<file path="config.mk">
export PLATFORM = sky130hd
export DESIGN_NAME = dft_sample_feeder
export DESIGN_NICKNAME = d
export VERILOG_FILES = /design/src/rtl/dft_sample_feeder.sv
export SDC_FILE = /design/constraint.sdc
export NUM_CORES = 1
export LEC_CHECK = 0
export ABC_AREA = 1
export CAP_MARGIN = 0
export CORE_MARGIN = 4
export CORE_UTILIZATION = 30
export DETAILED_ROUTE_END_ITERATION = 6
export PLACE_DENSITY_LB_ADDON = 0.05
export REMOVE_ABC_BUFFERS = 1
export SYNTH_ARGS = -nofsm -noshare
export SYNTH_HDL_FRONTEND = slang
export SYNTH_SLANG_ARGS = --single-unit
</file>
<file path="constraint.sdc">
create_clock -name clk -period 6.2 [get_ports clk]
set_clock_uncertainty 0.2 [all_clocks]
set_input_delay 0.62 -clock clk [delete_from_list [all_inputs] [get_ports clk]]
set_output_delay 0.62 -clock clk [all_outputs]
set_load 0.01 [all_outputs]
</file>
<file path="src/rtl/dft_sample_feeder.sv">
// dft_sample_feeder: captures one frame of N samples into a register array, then streams it
// to the DFT input over a valid/ready handshake with first/last frame markers.
// Single-buffered: LOAD -> READY -> STREAM -> LOAD.
// Optional macro DFT_FEEDER_BIT_REVERSE_EN: stream in bit-reversed address order (radix-2 DIT).
module dft_sample_feeder #(
  parameter int unsigned DATA_W = 16,
  parameter int unsigned N      = 64,
  parameter int unsigned ADDR_W = 6
) (
  input  logic              clk,
  input  logic              rst,
  input  logic              wr_en,
  input  logic [DATA_W-1:0] wr_data,
  input  logic              frame_go,
  output logic              busy,
  output logic              s_valid,
  input  logic              s_ready,
  output logic [DATA_W-1:0] s_data,
  output logic [ADDR_W-1:0] s_index,
  output logic              s_first,
  output logic              s_last,
  output logic [15:0]       frame_cnt,
  output logic              overflow_err
);

  localparam logic [ADDR_W-1:0] LastPos = ADDR_W'(N - 1);

  typedef enum logic [1:0] {StLoad, StReady, StStream} state_e;

  state_e            r_state;
  logic [ADDR_W-1:0] r_wr_ptr;
  logic [ADDR_W-1:0] r_rd_ptr;
  logic [DATA_W-1:0] r_mem [N];
  logic              r_busy;
  logic              r_s_valid;
  logic [DATA_W-1:0] r_s_data;
  logic [ADDR_W-1:0] r_s_index;
  logic              r_s_first;
  logic              r_s_last;
  logic [15:0]       r_frame_cnt;
  logic              r_overflow;

  logic [ADDR_W-1:0] w_next_pos;
  logic [ADDR_W-1:0] w_next_addr;
  logic [ADDR_W-1:0] w_first_addr;
  logic              w_xfer;
  logic              w_load_wr;

  // Map a stream position to the buffer address it is read from.
  function automatic logic [ADDR_W-1:0] f_order(input logic [ADDR_W-1:0] p);
    logic [ADDR_W-1:0] a;
`ifdef DFT_FEEDER_BIT_REVERSE_EN
    for (int i = 0; i < int'(ADDR_W); i++) begin
      a[i] = p[int'(ADDR_W) - 1 - i];
    end
`else
    a = p;
`endif
    return a;
  endfunction

  // Next stream position/address and handshake qualifiers.
  always_comb begin
    w_next_pos   = r_rd_ptr + 1'b1;
    w_next_addr  = f_order(w_next_pos);
    w_first_addr = f_order('0);
    w_xfer       = r_s_valid && s_ready;
    w_load_wr    = (r_state == StLoad) && wr_en;
  end

  // Sample storage; contents are deliberately not reset.
  always_ff @(posedge clk) begin
    if (w_load_wr) begin
      r_mem[r_wr_ptr] <= wr_data;
    end
  end

  // Frame FSM with registered stream outputs.
  always_ff @(posedge clk or negedge rst) begin
    if (!rst) begin
      r_state     <= StLoad;
      r_wr_ptr    <= '0;
      r_rd_ptr    <= '0;
      r_busy      <= 1'b0;
      r_s_valid   <= 1'b0;
      r_s_data    <= '0;
      r_s_index   <= '0;
      r_s_first   <= 1'b0;
      r_s_last    <= 1'b0;
      r_frame_cnt <= '0;
      r_overflow  <= 1'b0;
    end else begin
      // Writes outside LOAD are dropped and flagged until reset.
      if (wr_en && (r_state != StLoad)) begin
        r_overflow <= 1'b1;
      end
      unique case (r_state)
        StLoad: begin
          // frame_go is ignored here, including on the final write edge.
          if (wr_en) begin
            r_wr_ptr <= r_wr_ptr + 1'b1;
            if (r_wr_ptr == LastPos) begin
              r_state <= StReady;
              r_busy  <= 1'b1;
            end
          end
        end
        StReady: begin
          if (frame_go) begin
            r_state   <= StStream;
            r_rd_ptr  <= '0;
            r_s_valid <= 1'b1;
            r_s_data  <= r_mem[w_first_addr];
            r_s_index <= w_first_addr;
            r_s_first <= 1'b1;
            r_s_last  <= 1'b0;
          end
        end
        StStream: begin
          if (w_xfer) begin
            if (r_rd_ptr == LastPos) begin
              r_state     <= StLoad;
              r_busy      <= 1'b0;
              r_rd_ptr    <= '0;
              r_s_valid   <= 1'b0;
              r_s_first   <= 1'b0;
              r_s_last    <= 1'b0;
              r_frame_cnt <= r_frame_cnt + 16'd1;
            end else begin
              // Load the next sample on the same edge: no bubble between transfers.
              r_rd_ptr  <= w_next_pos;
              r_s_data  <= r_mem[w_next_addr];
              r_s_index <= w_next_addr;
              r_s_first <= 1'b0;
              r_s_last  <= (w_next_pos == LastPos);
            end
          end
        end
        default: r_state <= StLoad;
      endcase
    end
  end

  assign busy         = r_busy;
  assign s_valid      = r_s_valid;
  assign s_data       = r_s_data;
  assign s_index      = r_s_index;
  assign s_first      = r_s_first;
  assign s_last       = r_s_last;
  assign frame_cnt    = r_frame_cnt;
  assign overflow_err = r_overflow;

endmodule

</file>
; ---- Yosys cells after proc, flatten, opt, wreduce, memory -nomap -nowiden
; Memory sizes are Yosys's and may differ from the RTL's.
; Index checks and enable logic that the tools add are counted.
[word_totals]
out_inout_bits = 43
memories = 1
ff_bits = 57
mem_bits_rw = 1024
wordCells = 72
inputBits = 21
[op_classes]
n_reduce_logical = 14
n_eq_ne = 11
addsub = 3
mux = 32
[mem_list]
columns = name, words, width, rd, rd_clocked_by_memory_dff, wr, line_no
row1 = r_mem, 64, 16, 2, 0, 1, 33  ; logic [DATA_W-1:0] r_mem [N];
[ops]
columns = cell, n
row1 = $mux W16, 3
row2 = $pmux W16 S2, 1
row3 = $mux W6, 5
row4 = $pmux W6 S2, 2
row5 = $eq A6 B6 Y1 const B, 3
row6 = $add A16 B1 Y16 const B, 1
row7 = $add A6 B1 Y6 const B, 2
row8 = $mux W1, 11
row9 = $mux W2, 5
row10 = $ne A2 B2 Y1 const B, 5
row11 = $reduce_and A5 Y1, 2
row12 = $pmux W1 S2, 4
row13 = $reduce_and A4 Y1, 2
row14 = $pmux W2 S3, 1
row15 = $reduce_and A3 Y1, 2
row16 = $reduce_bool A2 Y1, 3
row17 = $logic_and A1 B1 Y1, 3
row18 = $eq A2 B1 Y1 const B, 1
row19 = $eq A2 B2 Y1 const B, 1
row20 = $logic_not A2 Y1, 1
row21 = $ne A2 B1 Y1 const B, 1
row22 = $reduce_and A2 Y1, 1

; ---- Logic depth before layout (Yosys ltp)
[logic_depth]
word_depth = 5
mapped_depth = 18
depth_no_buf = 13

; ---- Least setup slack after synthesis
; Ideal clock, no wire load.
[synth_path]
path_kind = input to register
from = in wr_en
to = mem r_mem[39][0], enable pin
n_path_buf = 0
cell_stages = 8
setup_ps = 409
t_arrival_ps = 2487
setup_slack_ps = 3104
cell_sequence = inv_1 > nor2_2 > inv_1 > nor2_2 > nand2_1 > inv_1 > nand2_1 > nor3_1
[synth_via]
elab_chain_cells = 3
[synth_rtl]
columns = element, line_no
row1 = "start, declared", 12  ; input logic wr_en,
row2 = $logic_and A1 B1 Y1, 68  ; w_load_wr = (r_state == StLoad) && wr_en;
row3 = $mux W1, 73  ; if (w_load_wr) begin
row4 = $mux W1 (implied by the code), 74  ; r_mem[r_wr_ptr] <= wr_data;
row5 = "end, declared", 33
; Every way passes these cells.

; ---- Final worst setup path
[layout_path]
from = reg r_rd_ptr[0]
to = reg r_s_data[9] (netlist: s_data[9])
[layout_via]
elab_chain_cells = 5
word_cells_on_any_way = 8
classes_between = 1 x add/sub / 2 x eq/ne / 3 x mux / 1 x reduce/logical / 1 x memory
[layout_rtl]
columns = element, line_no
row1 = "start, declared", 32  ; logic [ADDR_W-1:0] r_rd_ptr;
row2 = "start signal, assigned", 131  ; r_rd_ptr <= w_next_pos;
row3 = $add A6 B1 Y6, 64  ; w_next_pos = r_rd_ptr + 1'b1;
row4 = $mem_v2 Z64 W16, --
row5 = $mux W16, 121  ; if (r_rd_ptr == LastPos) begin
row6 = $mux W16, 120  ; if (w_xfer) begin
row7 = $pmux W16 S2, 97  ; unique case (r_state)
row8 = "end signal, assigned", 113  ; r_s_data <= r_mem[w_first_addr];
row9 = "end signal, assigned", 132  ; r_s_data <= r_mem[w_next_addr];
row10 = "end, declared", 36  ; logic [DATA_W-1:0] r_s_data;
; Parallel ways exist; a longest one is shown, timed or not. The select of a mux whose other input is x is not followed.
; A chain may end at the register's enable or synchronous reset.

==> results.py <==
metrics = {
    "worst_setup_path": {
        "max_stage_delay_ps": 800,
        "crit_path_start_kind": "flip-flop",
        "path_delay_family": "simple AND/OR/NAND/NOR gates",
        "critPathKind": "flip-flop to flip-flop",
        "path_buf_inv": 3,
        "crit_path_end_kind": "flip-flop",
        "worstPathMaxFanout": 84,
        "crit_arrival_ps": 4430,
        "slowest_stage": "dfrtp_4",
        "cp_common_cell": "nand3_1",
        "crit_chain": "inv_8 -> ha_4 -> inv_8 -> buf_4 -> nor2_1 -> o21ai_1 -> nand3_1 -> nand3_1 -> nand3_1 -> nand3_1 -> nand3_1 -> nand2_1 -> nand2_1",
        "critPathLaunch": "r_rd_ptr[0]",
        "rr_startpoint": "r_rd_ptr[0]",
        "crit_required_ps": 6610,
    },
    "clocking": {
        "cts_tree": "yes",
        "cts.htree.levels": 4,
        "cts.path.max_buffers": 3,
        "cts-root-buf": "clkbuf_16",
        "clk_pin_slew_worst_paths_ps": 50,
        "clk_latency_ps": 750,
        "cts_buffers": 134,
        "clock_sinks": 1081,
        "postCtsResizedCells": 0,
    },
    "yosys": {
        "synth-edff-count": 1024,
        "syn_area_mm2": 0.0449,
        "ys_async_sr_fraction": 0.0527,
        "synth.top_cell.area_share": 0.685,
        "synth.avg_cell_area_um2": 11.2,
        "synth_area_leaders": "edfxtp_1 (68%), nand2_1 (12%), nand3_1 (8.1%)",
        "synth_top_cell_by_area": "edfxtp_1",
        "netlist_instances": 4022,
        "synth.ff_latch_count": 1081,
        "ys_types": 37,
        "synth_warnings": 0,
        "synth_ff_type": "edfxtp_1",
        "ys_seq_area_frac": 0.716,
    },
    "placement": {
        "dpl_worst_slack_ps": 1890,
        "port_buffers": 63,
        "dp_hpwl_um": 79600,
        "place_congestion": 0.760,
        "placed_area_mm2": 0.0477,
    },
    "floorplanning": {
        "die_w_um": 395,
        "start_util": 0.303,
        "fp.coreArea_mm2": 0.148,
        "dieArea_mm2": 0.156,
        "placementRows": 141,
        "dieHeight_um": 395,
        "io_pins": 64,
    },
    "timing": {
        "hold_viol": 0,
        "period_needed_ps": 4010,
        "worst_pin_slew_ps": 1160,
        "setup_ws_ps": 2190,
        "fin_crit_sh": 0.647,
        "fmax_mhz": 249,
        "whs_ps": 270,
        "max_slew_margin": 0.225,
        "setup_viol": 0,
        "drv_slew": 0,
        "rsz0062_at_grt": "false",
    },
    "power": {
        "total_power_uw": 24100,
        "power_leakage_uw": 0.0193,
        "powerDensity_mw_per_mm2": 465,
        "ir_drop_uv": 323,
    },
    "final_layout": {
        "area_growth_syn_to_layout_pct": 15.3,
        "nNetsFinal": 4113,
        "fill_cells": 14838,
        "drive_above_1_share": 0.0824,
        "regArea_mm2": 0.0322,
        "design_area_mm2": 0.0518,
        "finish.utilization": 0.350,
        "multi_input_area_mm2": 0.0110,
    },
    "worst_hold_path": {
        "min-delay-start": "s_first",
        "hold_class": "flip-flop to flip-flop",
    },
    "detailed_routing": {
        "drt_iter0_markers": 1938,
        "vias": 28964,
        "drtAntennaViolNets": 0,
        "drc": 0,
        "viasPerCell": 4.73,
        "wl_per_cell_um": 23.5,
        "wl_um": 144000,
        "dr.pass1.iters": 5,
    },
    "global_route": {
        "grt_max_degree": 165,
        "antenna_found_initial": 1,
        "grt_pass1_vias": 28077,
        "grt_usage": 0.182,
        "overflow": 0,
        "grt_pass1_wl_um": 209000,
    },
    "status": {
        "status": "complete, no violations",
    },
    "job": {
        "maxCapViolations": 0,
    },
}
cells by family (layout without fill, tap and decap cells):
kind of cell    count (synthesis)  in the layout  synth area share
xor+xnor                       21             21           0.00443
other cells                     0              3                 0
fa+ha+maj                       4              4           0.00111
compound gates                 85             85            0.0104
flops                        1081           1081             0.716
buf+inv                       397            564            0.0411
simple gates                 2434           2434             0.227
power breakdown:
part,switching [µW],total [µW],internal [µW],leakage (µW)
sequential,241,8570,8330,0.00994
clock,3070,7320,4240,0.00198
combinational,6060,8180,2120,0.00737
layout make-up:
class,count,area share
clock buffers,174,0.0709
repair buffers,161,0.0284
flip-flops and latches,1081,0.621
multi-input cells,2544,0.213
well taps,1930,0.0466
clock inverters,63,0.00742
inverters,166,0.0124
diodes,3,0.000145
metal layers:
layer  track usage  wire, µm  share of wire
met1         0.254     67800           0.47
met2         0.299     68400           0.47
met3        0.0267      5050          0.035
met4        0.0449      2820          0.020
met5             0         0              0
cell usage in the layout (no fill, tap or decap), types with 5 or more instances in the layout:
cell             count
a21oi_1             11
buf_12              15
buf_2               17
buf_4               82
clkbuf_1            31
clkbuf_16          141
clkdlybuf4s50_1     46
clkinv_1            35
clkinv_2            17
dfrtp_1             56
edfxtp_1          1024
inv_1              158
inv_2                5
inv_6                5
nand2_1           1484
nand3_1            729
nor2_1             167
nor2_2              30
o211ai_1            12
o21ai_0             50
o21ai_1              5
xnor2_1              5
xor2_1              13
registers in the layout, indices dropped and copies added, names as in the netlist, 2 cells and up:
register   cells
frame_cnt     16
r_rd_ptr       6
s_data        16
r_state        2
r_mem       1024
s_index        6
r_wr_ptr       6
synthesized netlist by cell type (3+ instances only):
library cell     n
dfrtp_1         57
buf_1           11
nor2_1         194
nor2_2           3
buf_2          145
o22ai_1          3
inv_2            7
buf_4           40
ha_1             4
o211ai_1        12
nand4_1          3
clkbuf_1        32
buf_6            3
xor2_1          14
inv_1          159
edfxtp_1      1024
o21ai_1          6
xnor2_1          5
nand3_1        729
nor3_1           7
nand3_2          3
nor2_4           3
a21oi_1         11
o21ai_0         50
nand2_1       1485
worst paths after layout:
path	to	slack [ps]	cells past startpoint
min in group asynchronous	frame_cnt[11]	420	3
setup reg to reg	s_data[9]	2190	13
max in group asynchronous	r_rd_ptr[0]	4700	3
hold / removal	s_first	270	2
setup / recovery	s_data[9]	2190	13
hold reg to reg	s_first	270	2
repair_timing:
action	CTS	global route
endpoints found under the hold margin	57	0
hold buffers	1	0
buffers inserted	0	0
per-stage QoR:
stage / setup TNS [ps] / instances
after global routing: 0 / 6119
final: 0 / 6122
after CTS: 0 / 6119
after detailed placement: 0 / 5881
after global placement: 0 / 5881
after floorplan: -556250 / 3791
tightest hold or removal path: stages, from the launching register on:
cell     delay [ps]
dfrtp_1         340
nand2_1          60
nand2_1          50
Power figures use the tool's default switching activity.
